$ cat src/rtl/gate_tester_if.sv
// gate_tester_if: stimulus/response bundle between gate_tester and its environment.
//   start      environment -> tester   begin a run
//   dut_y      DUT -> tester           DUT response
//   dut_in     tester -> DUT           registered stimulus vector
//   busy, done, pass, err_count        tester status
//   first_fail                         first mismatching vector (GATE_TESTER_FAIL_LOG_EN only)
// The slave modport is the tester side; master is the environment side.
interface gate_tester_if #(
    parameter int N_IN = 2
);
    logic            start;
    logic [N_IN-1:0] dut_in;
    logic            dut_y;
    logic            busy;
    logic            done;
    logic            pass;
    logic [N_IN:0]   err_count;
`ifdef GATE_TESTER_FAIL_LOG_EN
    logic [N_IN-1:0] first_fail;
    modport master (output start, dut_y, input dut_in, busy, done, pass, err_count, first_fail);
    modport slave  (input start, dut_y, output dut_in, busy, done, pass, err_count, first_fail);
`else
    modport master (output start, dut_y, input dut_in, busy, done, pass, err_count);
    modport slave  (input start, dut_y, output dut_in, busy, done, pass, err_count);
`endif
endinterface

$ cat src/rtl/gate_tester.sv
// gate_tester: exhaustive stimulus/response checker for an N_IN-input, 1-output gate.
//   clk  rising-edge clock
//   rst  asynchronous active-high reset
//   bus  gate_tester_if.slave: start/dut_y in; dut_in/busy/done/pass/err_count
//        (and first_fail when GATE_TESTER_FAIL_LOG_EN is defined) out
// Each vector is held SETTLE cycles in WAIT, then sampled and compared in one CHECK cycle.
module gate_tester #(
    parameter int                 N_IN   = 2,
    parameter logic [2**N_IN-1:0] TRUTH  = 4'b1000,
    parameter int                 SETTLE = 2
) (
    input logic         clk,
    input logic         rst,
    gate_tester_if.slave bus
);
    localparam int CW = $clog2(SETTLE + 1);
    typedef enum logic [1:0] {IDLE, WAIT, CHECK, DONE} state_t;
    state_t          state_q, state_d;
    logic [N_IN-1:0] vec_q, vec_d;
    logic [CW-1:0]   cnt_q, cnt_d;
    logic [N_IN:0]   err_q, err_d;
    logic            miss;
`ifdef GATE_TESTER_FAIL_LOG_EN
    logic [N_IN-1:0] ff_q, ff_d;
`endif
    // Case inequality so an X/Z response counts as a mismatch.
    assign miss = bus.dut_y !== TRUTH[vec_q];
    always_comb begin
        state_d = state_q;
        vec_d   = vec_q;
        cnt_d   = cnt_q;
        err_d   = err_q;
`ifdef GATE_TESTER_FAIL_LOG_EN
        ff_d    = ff_q;
`endif
        case (state_q)
            IDLE, DONE: if (bus.start) begin
                state_d = WAIT;
                vec_d   = '0;
                cnt_d   = '0;
                err_d   = '0;
`ifdef GATE_TESTER_FAIL_LOG_EN
                ff_d    = '0;
`endif
            end
            WAIT: begin
                cnt_d   = cnt_q + CW'(1);
                state_d = (cnt_q == CW'(SETTLE - 1)) ? CHECK : WAIT;
            end
            CHECK: begin
                err_d = miss ? err_q + (N_IN+1)'(1) : err_q;
`ifdef GATE_TESTER_FAIL_LOG_EN
                // Only the first mismatch of a run is logged.
                ff_d  = (miss && err_q == '0) ? vec_q : ff_q;
`endif
                if (&vec_q) begin
                    state_d = DONE;
                end else begin
                    state_d = WAIT;
                    vec_d   = vec_q + N_IN'(1);
                    cnt_d   = '0;
                end
            end
            default: state_d = IDLE;
        endcase
    end
    always_ff @(posedge clk or posedge rst) begin
        if (rst) begin
            state_q <= IDLE;
            vec_q   <= '0;
            cnt_q   <= '0;
            err_q   <= '0;
`ifdef GATE_TESTER_FAIL_LOG_EN
            ff_q    <= '0;
`endif
        end else begin
            state_q <= state_d;
            vec_q   <= vec_d;
            cnt_q   <= cnt_d;
            err_q   <= err_d;
`ifdef GATE_TESTER_FAIL_LOG_EN
            ff_q    <= ff_d;
`endif
        end
    end
    assign bus.dut_in    = vec_q;
    assign bus.busy      = (state_q == WAIT) || (state_q == CHECK);
    assign bus.done      = state_q == DONE;
    assign bus.pass      = (state_q == DONE) && (err_q == '0);
    assign bus.err_count = err_q;
`ifdef GATE_TESTER_FAIL_LOG_EN
    assign bus.first_fail = ff_q;
`endif
endmodule

$ cat src/flat_wrapper.sv
// flat-port wrapper written by rule: the top's interface ports become plain ports
module gate_tester_flat 
#(
    parameter int                 N_IN   = 2,
    parameter logic [2**N_IN-1:0] TRUTH  = 4'b1000,
    parameter int                 SETTLE = 2
)
  (clk, rst, bus_start, bus_dut_y, bus_dut_in, bus_busy, bus_done, bus_pass, bus_err_count);
  gate_tester_if #(.N_IN(N_IN)) bus_i ();
  input logic clk;
  input logic rst;
  input wire logic [$bits(bus_i.start)-1:0] bus_start;
  input wire logic [$bits(bus_i.dut_y)-1:0] bus_dut_y;
  output wire logic [$bits(bus_i.dut_in)-1:0] bus_dut_in;
  output wire logic [$bits(bus_i.busy)-1:0] bus_busy;
  output wire logic [$bits(bus_i.done)-1:0] bus_done;
  output wire logic [$bits(bus_i.pass)-1:0] bus_pass;
  output wire logic [$bits(bus_i.err_count)-1:0] bus_err_count;
  assign bus_i.start = bus_start;
  assign bus_i.dut_y = bus_dut_y;
  assign bus_dut_in = bus_i.dut_in;
  assign bus_busy = bus_i.busy;
  assign bus_done = bus_i.done;
  assign bus_pass = bus_i.pass;
  assign bus_err_count = bus_i.err_count;
  gate_tester #(.N_IN(N_IN), .TRUTH(TRUTH), .SETTLE(SETTLE)) u_core (.clk(clk), .rst(rst), .bus(bus_i));
endmodule
$ cat config.mk
export PLATFORM = sky130hd
export DESIGN_NAME = gate_tester_flat
export DESIGN_NICKNAME = d
export VERILOG_FILES = /design/src/rtl/gate_tester_if.sv /design/src/rtl/gate_tester.sv /design/src/flat_wrapper.sv
export SDC_FILE = /design/constraint.sdc
export NUM_CORES = 1
export LEC_CHECK = 0
export ABC_AREA = 0
export ABC_CLOCK_PERIOD_IN_PS = 2890
export CAP_MARGIN = 10
export CORE_UTILIZATION = 50
export CTS_CLUSTER_SIZE = 8
export DETAILED_ROUTE_END_ITERATION = 8
export PLACE_DENSITY = 0.79
export SLEW_MARGIN = 20
export SYNTH_ARGS = -nofsm -noshare
export SYNTH_HDL_FRONTEND = slang
export SYNTH_SLANG_ARGS = --single-unit
$ cat constraint.sdc
create_clock -name clk -period 2.89 [get_ports clk]
set_input_delay 0.7225 -clock clk [delete_from_list [all_inputs] [get_ports clk]]
set_output_delay 0.7225 -clock clk [all_outputs]
set_load 0.02 [all_outputs]
---- After elaboration in Yosys (flattened, before gate mapping) ----
Cells that the tools add are included.
W data, S select, Z words.
operators by class
  add/sub/neg operators ................... 3
  $lt $le $gt $ge ......................... 1
  equal/unequal tests ..................... 8
  muxes and demuxes ....................... 14
  reductions and logical operators ........ 10
operators with widths
  cell                   count
  $mux W2                6
  $pmux W2 S3            2
  $mux W3                2
  $pmux W3 S2            1
  $reduce_and A3 Y1      2
  $add A2 B1 Y2 const B  2
  $eq A2 B1 Y1 const B   2
  $eq A2 B2 Y1 const B   2
  $ne A2 B2 Y1 const B   2
  $pmux W2 S2            1
  $reduce_and A2 Y1      2
  $add A3 B1 Y3 const B  1
  $logic_not A3 Y1       1
  $lt A2 B3 Y1 const B   1
  $bmux W1 S2            1
  $logic_not A2 Y1       1
  $ne A2 B1 Y1 const B   1
  $reduce_bool A2 Y1     1
  $reduce_or A2 Y1       1
  $logic_and A1 B1 Y1    1
  $logic_or A1 B1 Y1     1
  $mux W1                1
  $nex A1 B1 Y1          1
word-level totals
  flip-flop bits (word level) ............. 9
  bits of input ports ..................... 4
  output and inout bits ................... 8
  word-level logic and storage cells ...... 40

---- Longest topological paths before layout ----
  word-level depth ........................ 5
  mapped depth ............................ 6
  gate-level depth less buffers ........... 5

---- Least setup slack after synthesis ----
Ideal clock, no wire load.
  path kind ............................... register to output
  start ................................... register u_core.state_q[0]
  end ..................................... output bus_busy
  arrival ................................. 1.024 ns
  data required time ...................... 2.168 ns
  slack ................................... 1.144 ns
  stages on the path, launching flop included .. 5
  buffers on the path ..................... 1
  path through ............................ dfrtp_1 > inv_1 > ha_1 > buf_2 > inv_1
between the ends
  word-level cells in the longest chain between the ends .. 2
  elaborated cells between the ends (all ways) .. 3
  those cells by class .................... 2 x eq/ne; 1 x reduce/logical
ends and longest elaborated chain
  item                                                 line                RTL
  from (decl)                                          gate_tester.sv:18   state_t state_q, state_d;
  from (signal assigned)                               gate_tester.sv:77   state_q <= state_d;
  $eq A2 B1 Y1 / $eq A2 B2 Y1 (equally long branches)  gate_tester.sv:87   assign bus.busy = (state_q == WAIT) || (state_q == CHECK);
  $logic_or A1 B1 Y1 (*)                               gate_tester.sv:87
  to (decl)                                            flat_wrapper.sv:15  output wire logic [$bits(bus_i.busy)-1:0] bus_busy;
Every way passes the cells marked *; elsewhere a longest branch is shown, timed or not.

---- Final worst setup path ----
Ends and elaborated chain as after synthesis.

==> metrics.csv <==
stage;metric;value;unit
critical_path;Crit Path Class;register to output pin;
routing;DRT antenna net count;0;
timing;final setup fails;0;
routing;iteration-0 DRC count of the detailed router;22;
floorplan;Die Width;38.9;µm
power_and_ir_drop;Switch Pwr;279;µW
clocking;clk buf depth;2;
timing;final setup TNS;0;ns
timing;worst-margin pin slew;0.400;ns
timing;Peak Freq;0.379;GHz
hold_path;min-delay worst type;register to register;
synth;FF+latch count, synth;9;
clocking;# Post-CTS Setup Buffers;0;
timing;final hold vios;0;
routing;detailed-route DRC error count;0;
global_route;initial antenna violation count;0;
power_and_ir_drop;switching part of the total;43.0;%
routing;Vias/cell;5.38;
synth;cell taking the most area after synthesis;dfrtp_1;
synth;sequential cell area fraction in the yosys report;33.1;%
clocking;worst skew pair latency;0.27;ns
cells_and_area;Nets;97;
routing;DRT Pass-1 Iters;4;
placement;RePlAce Congestion;0.721;
routing;final wirelength;1430;µm
power_and_ir_drop;Flop pwr share;30.8;%
clocking;H-Tree Depth;1;
floorplan;number of I/O pins;12;
floorplan;std cell rows;12;
critical_path;Reg2Reg Setup Slack;1.23;ns
synth;Syn Nets;84;
power_and_ir_drop;combinational share of power;53.4;%
critical_path;Max FO, Critical Path;11;
global_route;Total GRT Usage;23.7;%
placement;hpwl dp;995;µm
power_and_ir_drop;Clk pwr share;15.9;%
global_route;largest net degree at the start of global routing;12;
clocking;clock sinks;9;
cells_and_area;layout cells sized above 1;8.24;%
clocking;CTS resizes;0;
clocking;Post-CTS Hold Buffers;0;
floorplan;CORE AREA;1190;µm²
global_route;total gr overflow;0;
synth;Avg Inst Size Synth;9.31;µm²
clocking;CTS tree;done;
synth;most frequent cells after synthesis;inv_1, dfrtp_1, ha_1;
synth;count of cell types in the netlist;31;
floorplan;full die area;1510;µm²
synth;Synthesis Warnings;0;
clocking;CTS buffer count;3;
critical_path;Arr. time, crit path;1.92;ns
critical_path;Most common cell on crit path;inv_1;
flow_run;Max-cap violations;0;
clocking;clk slew on worst S/H paths;0.06;ns
synth;top area cells in the synthesized netlist;dfrtp_1, ha_1, inv_1;
power_and_ir_drop;pwr dens;798;nW/µm²
timing;RSZ-0062 raised after global routing;false;
cells_and_area;Ant. Diodes;0;
critical_path;crit path launch type;register;
synth;Post-synth EDFFs;0;
status;status;finished, final reports clean;
critical_path;Slowest Stage Delay on Critical Path;0.62;ns
power_and_ir_drop;Tot Pwr;648;µW
power_and_ir_drop;Internal Power;369;µW
cells_and_area;FILL cells;117;
placement;IO Port Bufs;11;
synth;count leader, synth;inv_1;
timing;fin crit period;2.64;ns
critical_path;Worst Setup End Kind;output pin;
routing;vias post-DR;533;
timing;Period Utilization, post-route;91.3;%
cells_and_area;Layout area overhead;19.5;%
floorplan;Die Y;38.9;µm
global_route;vias in the first global route;501;
power_and_ir_drop;Worst VDD drop;0.000472;V
global_route;first-pass GRT wire length;2320;µm
timing;Max-Slew Margin vs Limit;73.3;%
synth;prevailing post-synth register cell;dfrtp_1;
routing;WL/cell;14.4;µm
synth;Syn Inst Count;73;
synth;Post-synth ARST share;100;%
synth;Mapped Area;679;µm²
timing;fin. max-slew vios;0;
floorplan;Starting Density;57.3;%
timing;Setup Skew;0.00614;ns
power_and_ir_drop;static leakage;0.000361;µW
synth;post-synth top area share;33.1;%
critical_path;CP required;2.17;ns
critical_path;cell at the slowest stage of the critical path;clkdlybuf4s50_1;
critical_path;worst-path cell chain;inv_1 -> ha_1 -> inv_1 -> clkdlybuf4s50_1;
clocking;Root Driver;clkbuf_4;
state kept, by name, indices dropped and copies added (netlist names):
signal                flops
u_core.bus.err_count      3
u_core.state_q            2
u_core.cnt_q              2
u_core.bus.dut_in         2
power by group through the flow:
stage / registers, µW / logic (µW) / clock network (µW)
6_report: 199 / 346 / 103
5_1_grt: 205 / 381 / 111
4_1_cts: 199 / 346 / 105
3_5_place_dp: 201 / 342 / 0
3_3_place_gp: 196 / 329 / 0
2_1_floorplan: 209 / 222 / 0
logic make-up (layout without fill, tap and decap cells):
| family | count (synthesis) | count (layout) | synth area share, % |
|---|---|---|---|
| fa+ha+maj | 7 | 7 | 12.9 |
| simple gates | 22 | 22 | 18.6 |
| buf+inv | 14 | 26 | 9.21 |
| xor+xnor | 1 | 1 | 4.05 |
| mux | 3 | 3 | 5.34 |
| flops | 9 | 9 | 33.1 |
| compound gates | 17 | 17 | 16.8 |
cell type report:
type                    instances  area [µm²]  share of cell area (%)
inverters                      11        41.3                    5.08
repair buffers                 11         110                    13.6
clock buffers                   4        26.3                    3.24
flip-flops and latches          9         225                    27.7
well taps                      14        17.5                    2.16
multi-input cells              50         392                    48.2
critical path: cells and delay by family (launching register included):
family | cells | cell delay [ns]
fa+ha+maj | 1 | 0.42
buf+inv | 3 | 0.81
flops | 1 | 0.42
per-stage QoR:
step	hold slack (ns)	utilization (%)	setup slack, ns	instances	instance area [µm²]
2_1_floorplan	0.494	-	1.14	73	679
3_3_place_gp	0.514	66.2	0.626	95	786
3_5_place_dp	0.528	66.2	0.549	95	786
4_1_cts	0.539	68.5	0.253	99	812
5_1_grt	0.566	68.5	0.143	99	812
6_report	0.533	68.5	0.251	99	812
worst paths after layout:
kind | start | to | depth (start not counted)
setup / recovery | u_core.state_q[0] | bus_busy | 4
hold / removal | u_core.cnt_q[1] | u_core.cnt_q[1] | 2
setup reg to reg | u_core.state_q[0] | u_core.cnt_q[0] | 5
hold reg to reg | u_core.cnt_q[1] | u_core.cnt_q[1] | 2
max in group asynchronous | rst | u_core.bus.err_count[1] | 2
min in group asynchronous | rst | u_core.bus.dut_in[0] | 2
layer usage:
layer / share of wire [%] / global-route usage [%] / wire [µm]
met4: 0.98 / 10.3 / 14
met2: 49 / 35.8 / 695
met5: 0 / 0 / 0
met3: 3.7 / 5.20 / 53
met1: 46 / 32.0 / 663
placed cells by master (no fill, tap or decap):
cell and count:
nand4_1 1, nor3b_1 1, inv_1 11, nor2b_1 3
xor2_4 1, nand2_1 5, and2_2 1, nand2b_1 2
o21ai_2 1, and2_1 1, nor2_1 3, dfrtp_1 9
ha_1 7, clkdlybuf4s50_1 11, o21ai_1 1, o2111ai_1 1
and3_1 1, nand3b_1 3, a22oi_1 1, clkbuf_1 1
mux2_1 1, a311oi_1 1, and3b_1 1, o22ai_1 1
clkbuf_4 3, o311ai_1 1, a221o_1 1, a21oi_1 3
mux2_4 1, a211oi_1 2, o21ai_0 4, mux2i_1 1
No activity file was read; power rests on OpenSTA's default activity.
